<file path="config.mk">
export PLATFORM = sky130hd
export DESIGN_NAME = rle_param_encoder
export DESIGN_NICKNAME = d
export VERILOG_FILES = /design/src/rtl/rle_param_encoder.sv
export SDC_FILE = /design/constraint.sdc
export NUM_CORES = 1
export LEC_CHECK = 0
export ABC_AREA = 1
export CAP_MARGIN = 25
export CORE_ASPECT_RATIO = 1.2
export CORE_MARGIN = 5
export CORE_UTILIZATION = 52
export DETAILED_ROUTE_END_ITERATION = 8
export PLACE_DENSITY = 0.79
export SYNTH_ARGS = -nofsm -noshare
export SYNTH_HDL_FRONTEND = slang
export SYNTH_SLANG_ARGS = --single-unit
export TNS_END_PERCENT = 5
</file>
<file path="constraint.sdc">
create_clock -name clk -period 7.63 [get_ports clk]
set_clock_uncertainty 0.2 [all_clocks]
set_input_delay 0.763 -clock clk [delete_from_list [all_inputs] [get_ports clk]]
set_output_delay 0.763 -clock clk [all_outputs]
set_load 0.02 [all_outputs]
</file>
<file path="src/rtl/rle_param_encoder.sv">
// ---------------------------------------------------------------------------
// rle_param_encoder
//
// Parametrised run-length encoder working through port A of a shared
// dual-port SRAM. The engine reads the plaintext message word by word,
// scans it one byte per cycle and writes {symbol,count} pairs back. Two
// 16-bit pairs are packed per 32-bit word: the first pair goes in [15:0]
// and the second in [31:16]. Runs longer than MAX_RUN are split into
// several pairs. rle_size reports the exact compressed size in bytes.
//
// Optional feature (compile-time macro RLE_CYCLE_COUNT_EN):
//   When defined, an extra output cycle_count reports the number of clk
//   cycles from the accepted start to done rising, inclusive. When it is
//   not defined, the port and the counter do not exist.
//
// Ports:
//   clk              in   system clock, also forwarded to port_A_clk
//   reset            in   asynchronous, active-high reset
//   start            in   one-cycle pulse, only honoured while idle
//   message_addr     in   plaintext start byte address (word aligned)
//   message_size     in   plaintext length in bytes
//   rle_addr         in   output start byte address (word aligned)
//   rle_size         out  compressed length in bytes (2 * pairs)
//   done             out  high from job end until the next accepted start
//   port_A_clk       out  SRAM port A clock (= clk)
//   port_A_addr      out  SRAM byte address (read or write)
//   port_A_we        out  SRAM write enable
//   port_A_data_in   out  SRAM write data
//   port_A_data_out  in   SRAM read data, one cycle after the address
//   cycle_count      out  job cycle counter (only with RLE_CYCLE_COUNT_EN)
// ---------------------------------------------------------------------------
module rle_param_encoder #(
    parameter int ADDR_W  = 16,
    parameter int LEN_W   = 16,
    parameter int MAX_RUN = 255
) (
    input  logic              clk,
    input  logic              reset,
    input  logic              start,
    input  logic [31:0]       message_addr,
    input  logic [31:0]       message_size,
    input  logic [31:0]       rle_addr,
    output logic [31:0]       rle_size,
    output logic              done,
    output logic              port_A_clk,
    output logic [ADDR_W-1:0] port_A_addr,
    output logic              port_A_we,
    output logic [31:0]       port_A_data_in,
    input  logic [31:0]       port_A_data_out
`ifdef RLE_CYCLE_COUNT_EN
    ,
    output logic [31:0]       cycle_count
`endif
);

    localparam logic [2:0] ST_IDLE    = 3'd0;
    localparam logic [2:0] ST_RD_REQ  = 3'd1;
    localparam logic [2:0] ST_RD_WAIT = 3'd2;
    localparam logic [2:0] ST_SCAN    = 3'd3;
    localparam logic [2:0] ST_WRITE   = 3'd4;
    localparam logic [2:0] ST_FLUSH   = 3'd5;
    localparam logic [2:0] ST_FIN     = 3'd6;

    localparam logic [7:0]        LP_MAX_RUN  = 8'(MAX_RUN);
    localparam logic [ADDR_W-1:0] LP_WORD     = {{(ADDR_W-3){1'b0}}, 3'b100};
    localparam logic [LEN_W-1:0]  LP_ONE_LEN  = {{(LEN_W-1){1'b0}}, 1'b1};
    localparam logic [LEN_W:0]    LP_ONE_PAIR = {{LEN_W{1'b0}}, 1'b1};

    logic [2:0]        r_state;
    logic [ADDR_W-1:0] r_rdAddr;
    logic [ADDR_W-1:0] r_wrAddr;
    logic [LEN_W-1:0]  r_remain;
    logic [31:0]       r_shift;
    logic [1:0]        r_byteIdx;
    logic              r_first;
    logic [7:0]        r_sym;
    logic [7:0]        r_cnt;
    logic [15:0]       r_buf;
    logic              r_bufValid;
    logic [31:0]       r_wrData;
    logic [LEN_W:0]    r_pairs;

    logic [7:0]  w_byte;
    logic        w_extend;
    logic        w_emit;
    logic        w_lastByte;
    logic [15:0] w_pair;
    logic [31:0] w_flushWord;
    logic        w_unused;

    assign port_A_clk = clk;

    // Scan datapath: the byte under inspection is always the low byte of the
    // shift register. A run is extended only while it matches and has room.
    assign w_byte     = r_shift[7:0];
    assign w_extend   = (w_byte == r_sym) && (r_cnt < LP_MAX_RUN);
    assign w_emit     = !r_first && !w_extend;
    assign w_lastByte = (r_remain == LP_ONE_LEN);
    assign w_pair     = {r_sym, r_cnt};

    // The final open run lands in the high half if a pair is already
    // buffered in the low half, otherwise it goes alone in the low half.
    assign w_flushWord = r_bufValid ? {w_pair, r_buf} : {16'h0000, w_pair};

    // Port A is driven directly from state so that a write and a read can
    // never coincide: only WRITE and FLUSH assert the write enable.
    assign port_A_we      = (r_state == ST_WRITE) || (r_state == ST_FLUSH);
    assign port_A_data_in = (r_state == ST_FLUSH) ? w_flushWord : r_wrData;
    assign port_A_addr    = port_A_we ? r_wrAddr : r_rdAddr;

    // Only the low ADDR_W / LEN_W bits of the wide inputs matter.
    assign w_unused = ^{message_addr, message_size, rle_addr};

    // Main controller: fetch a word, scan its bytes one per cycle, emit
    // packed pair words as they fill and flush the last run at the end.
    always_ff @(posedge clk or posedge reset) begin
        if (reset) begin
            r_state    <= ST_IDLE;
            r_rdAddr   <= '0;
            r_wrAddr   <= '0;
            r_remain   <= '0;
            r_shift    <= '0;
            r_byteIdx  <= '0;
            r_first    <= 1'b1;
            r_sym      <= '0;
            r_cnt      <= '0;
            r_buf      <= '0;
            r_bufValid <= 1'b0;
            r_wrData   <= '0;
            r_pairs    <= '0;
            rle_size   <= '0;
            done       <= 1'b0;
        end else begin
            case (r_state)
                ST_IDLE: begin
                    if (start) begin
                        r_rdAddr   <= message_addr[ADDR_W-1:0];
                        r_wrAddr   <= rle_addr[ADDR_W-1:0];
                        r_remain   <= message_size[LEN_W-1:0];
                        r_byteIdx  <= '0;
                        r_first    <= 1'b1;
                        r_bufValid <= 1'b0;
                        r_pairs    <= '0;
                        rle_size   <= '0;
                        done       <= 1'b0;
                        if (message_size[LEN_W-1:0] == '0) begin
                            r_state <= ST_FIN;
                        end else begin
                            r_state <= ST_RD_REQ;
                        end
                    end
                end

                ST_RD_REQ: begin
                    r_rdAddr <= r_rdAddr + LP_WORD;
                    r_state  <= ST_RD_WAIT;
                end

                ST_RD_WAIT: begin
                    r_shift <= port_A_data_out;
                    r_state <= ST_SCAN;
                end

                ST_SCAN: begin
                    r_shift   <= {8'h00, r_shift[31:8]};
                    r_byteIdx <= r_byteIdx + 2'd1;
                    r_remain  <= r_remain - LP_ONE_LEN;
                    r_first   <= 1'b0;
                    if (r_first || !w_extend) begin
                        r_sym <= w_byte;
                        r_cnt <= 8'd1;
                    end else begin
                        r_cnt <= r_cnt + 8'd1;
                    end
                    if (w_emit) begin
                        r_pairs <= r_pairs + LP_ONE_PAIR;
                        if (r_bufValid) begin
                            r_wrData   <= {w_pair, r_buf};
                            r_bufValid <= 1'b0;
                        end else begin
                            r_buf      <= w_pair;
                            r_bufValid <= 1'b1;
                        end
                    end
                    // A completed word has priority; WRITE itself then
                    // decides between more scanning, a fetch or the flush.
                    if (w_emit && r_bufValid) begin
                        r_state <= ST_WRITE;
                    end else if (w_lastByte) begin
                        r_state <= ST_FLUSH;
                    end else if (r_byteIdx == 2'd3) begin
                        r_state <= ST_RD_REQ;
                    end
                end

                ST_WRITE: begin
                    r_wrAddr <= r_wrAddr + LP_WORD;
                    if (r_remain == '0) begin
                        r_state <= ST_FLUSH;
                    end else if (r_byteIdx == 2'd0) begin
                        r_state <= ST_RD_REQ;
                    end else begin
                        r_state <= ST_SCAN;
                    end
                end

                ST_FLUSH: begin
                    r_pairs    <= r_pairs + LP_ONE_PAIR;
                    r_wrAddr   <= r_wrAddr + LP_WORD;
                    r_bufValid <= 1'b0;
                    r_state    <= ST_FIN;
                end

                ST_FIN: begin
                    rle_size <= 32'({r_pairs, 1'b0});
                    done     <= 1'b1;
                    r_state  <= ST_IDLE;
                end

                default: begin
                    r_state <= ST_IDLE;
                end
            endcase
        end
    end

`ifdef RLE_CYCLE_COUNT_EN
    logic [31:0] r_cycleCount;

    // Counts the accepting cycle as 1 and every busy cycle up to and
    // including FIN, then holds until the next accepted start.
    always_ff @(posedge clk or posedge reset) begin
        if (reset) begin
            r_cycleCount <= '0;
        end else if ((r_state == ST_IDLE) && start) begin
            r_cycleCount <= 32'd1;
        end else if (r_state != ST_IDLE) begin
            r_cycleCount <= r_cycleCount + 32'd1;
        end
    end

    assign cycle_count = r_cycleCount;
`endif

endmodule
</file>
==> metrics <==
CP Data Arrival Time=4.58 ns; final cell count without fillers=1,665; pin count of the biggest net entering global routing=77; Comb pwr share=44.0%; Async SR Flop Fraction=100.0%; Post-synth EDFFs=0; Cells after Synth=1,284; ys flop type=dfrtp_1; Final ANT Viol Nets=0; Vias per Instance=5.309; I/O pin count=214; critical path class=clk2out; Psw=1.921 mW; Setup crit end kind=output pin; peak supply drop=0.2285 mV; Critical Path Start Type=clock port; Yosys warnings=0; Synth area leader=dfrtp_1; cell leakage power=5.268 nW; IO Port Bufs=150; flops & latches, synth=186; core area=0.01886 mm^2; Rows=55; routed vias=8,840; Routed WL per cell=14.55 um; number of global-route vias before repair=8,489; hold slack=0.2820 ns; max-cap violations=0; status=completed; Slew HR=36.56%; RSZ-0062 raised after global routing=no; Pre-antenna DRT Iters=6; hold_buf cts=0; WL final=24.22 mm; Post-layout nets=1,539; Clk network pwr share=21.3%; Setup TNS=0 ns; placer congestion estimate=0.8992; dpl hpwl=16.69 mm; cell area power density=379.3 mW/mm^2; diodes inserted=0; area added between synthesis and finish=22.36%; Placed Cells=1,631; Register Area=0.004656 mm^2; slew of the pin with the lowest slew margin=0.9506 ns; post-cts repair resize count=0; Critical Path Fanout Max=2; CTS tree=yes; number of post-CTS setup repair buffers=0; layout cell share with drive strength beyond 1=5.323%; Final Setup Violations=0; Die H=161.3 um; area of the multi-input gates=0.004398 mm^2; mapped cell area=0.009925 mm^2; die area=0.02196 mm^2; clock latency on the worst-skew pair=0.54 ns; total track usage=22.65%; total grt overflow=0; # fillers=1,665; initial core utilization=52.63%; count of different cell masters after synthesis=47; Die Wd=136.1 um; Final Hold Violating Endpoints=0; Pint=2.685 mW; Net Sw Frac=41.70%; Iteration-0 DRC Markers=800; syn_area_per_cell=7.729 um^2; HP Class=reg2reg; Final Max Slew Viols=0; CP required=6.67 ns; Seq/Total Area, Yosys=46.91%; Worst-path clk slew=0.06 ns; share of power burned in registers=34.7%; post-synth top area share=46.65%; drt drc=0; synth top area cells=dfrtp_1, nand2_1, o21ai_0; initial antenna violation count=0; first-pass GRT wire length=40.50 mm
## worst max-delay path: stages
cell,delay (ns)
clkbuf_16,0.12
clkbuf_16,0.12
clkdlybuf4s50_1,0.52
## cells by family (layout without fill, tap and decap cells)
family,Yosys count,count (layout),synth area share (%)
mux,4,4,0.4538
flops,186,186,46.91
xor+xnor,24,24,2.118
simple gates,550,550,23.92
compound gates,297,297,16.12
buf+inv,213,324,9.304
fa+ha+maj,9,9,1.135
other cells,1,15,0.03779
## registers in the layout, indices dropped and copies added (netlist names)
| signal | cells |
|---|---|
| done | 1 |
| r_buf | 16 |
| r_bufValid | 1 |
| r_byteIdx | 2 |
| r_cnt | 8 |
| r_first | 1 |
| r_pairs | 17 |
| r_rdAddr | 16 |
| r_remain | 16 |
| r_shift | 32 |
| r_state | 3 |
| r_sym | 8 |
| r_wrAddr | 16 |
| r_wrData | 32 |
| rle_size | 17 |
## cells in the mapped netlist (3+ instances only)
cell      count
nand2_1     294
dfrtp_1     185
o21ai_0     141
inv_1       126
nor2_1      107
nand3_1      77
o21ai_1      67
a21oi_1      31
clkbuf_1     30
nor3_1       29
o22ai_1      29
buf_4        27
xor2_1       20
buf_2        18
inv_2        10
nand4_1      10
ha_1          9
nand2_2       7
o211ai_1      7
or2_2         5
mux2_2        4
o21a_1        4
or2_0         4
xnor2_1       4
a211oi_1      3
a22oi_1       3
a31oi_1       3
nor4_1        3
## layout make-up
type                            count  area share (%)
Sequential cell                   186           38.34
Multi-Input combinational cell    899           36.21
Timing Repair Buffer              155           13.15
Clock buffer                       26           4.441
Inverter                          136           4.245
Tap cell                          256           2.638
Clock inverter                      7          0.9788
## power by group through the flow
stage	registers (mW)	clock network (mW)	logic [mW]
2_1_floorplan	1.56	0.0153	1.48
3_3_place_gp	1.59	0.0176	1.95
3_5_place_dp	1.61	0.0176	2.01
4_1_cts	1.59	0.992	2.02
5_1_grt	1.65	1.04	2.29
6_report	1.60	0.981	2.03
## metrics by stage
stage	utilization, %	area [um^2]	setup slack [ns]	power, mW
after floorplan	-	9977	1.612	3.048
after global placement	60.53	11410	2.344	3.558
after detailed placement	60.68	11440	2.344	3.635
after CTS	64.11	12090	2.077	4.609
after global routing	64.41	12140	2.072	4.977
final	64.41	12140	2.085	4.606
## cell usage in the layout (no fill, tap or decap), types with 5 or more instances in the layout
| cell type | synthesis | layout |
|---|---|---|
| inv_2 | 10 | 10 |
| dfrtp_1 | 185 | 185 |
| nand4_1 | 10 | 10 |
| nand3_1 | 77 | 77 |
| conb_1 | 1 | 15 |
| inv_1 | 126 | 125 |
| ha_1 | 9 | 9 |
| nand2_2 | 7 | 7 |
| or2_2 | 5 | 5 |
| xor2_1 | 20 | 20 |
| o22ai_1 | 29 | 29 |
| o21ai_1 | 67 | 67 |
| o21ai_0 | 141 | 141 |
| nand2_1 | 294 | 294 |
| nor3_1 | 29 | 29 |
| clkdlybuf4s50_1 | 0 | 150 |
| a21oi_1 | 31 | 31 |
| nor2_1 | 107 | 107 |
| o211ai_1 | 7 | 7 |
| clkbuf_16 | 0 | 20 |
## path summary, 6_finish.rpt
| kind | startpoint | cells after the start | endpoint | slack (ns) |
|---|---|---|---|---|
| min reg2reg | done | 2 | done | 0.28 |
| max | clk | 3 | port_A_clk | 2.09 |
| min in group asynchronous | reset | 2 | r_shift[28] | 0.41 |
| max in group asynchronous | reset | 3 | r_shift[11] | 5.56 |
| min | done | 2 | done | 0.28 |
| max reg2reg | r_state[2] | 6 | r_remain[3] | 4.32 |
## layer usage
| layer | GRT usage [%] | wire length [um] | vias to the layer above | share of wire, % |
|---|---|---|---|---|
| met5 | 0 | 0 | - | 0 |
| met4 | 9.533 | 629 | 0 | 2.6 |
| met3 | 4.112 | 1138 | 50 | 4.7 |
| met2 | 36.35 | 11720 | 260 | 48 |
| met1 | 30.24 | 10730 | 4114 | 44 |
| li1 | - | - | 4416 | - |
(Power assumes the default switching activity.)
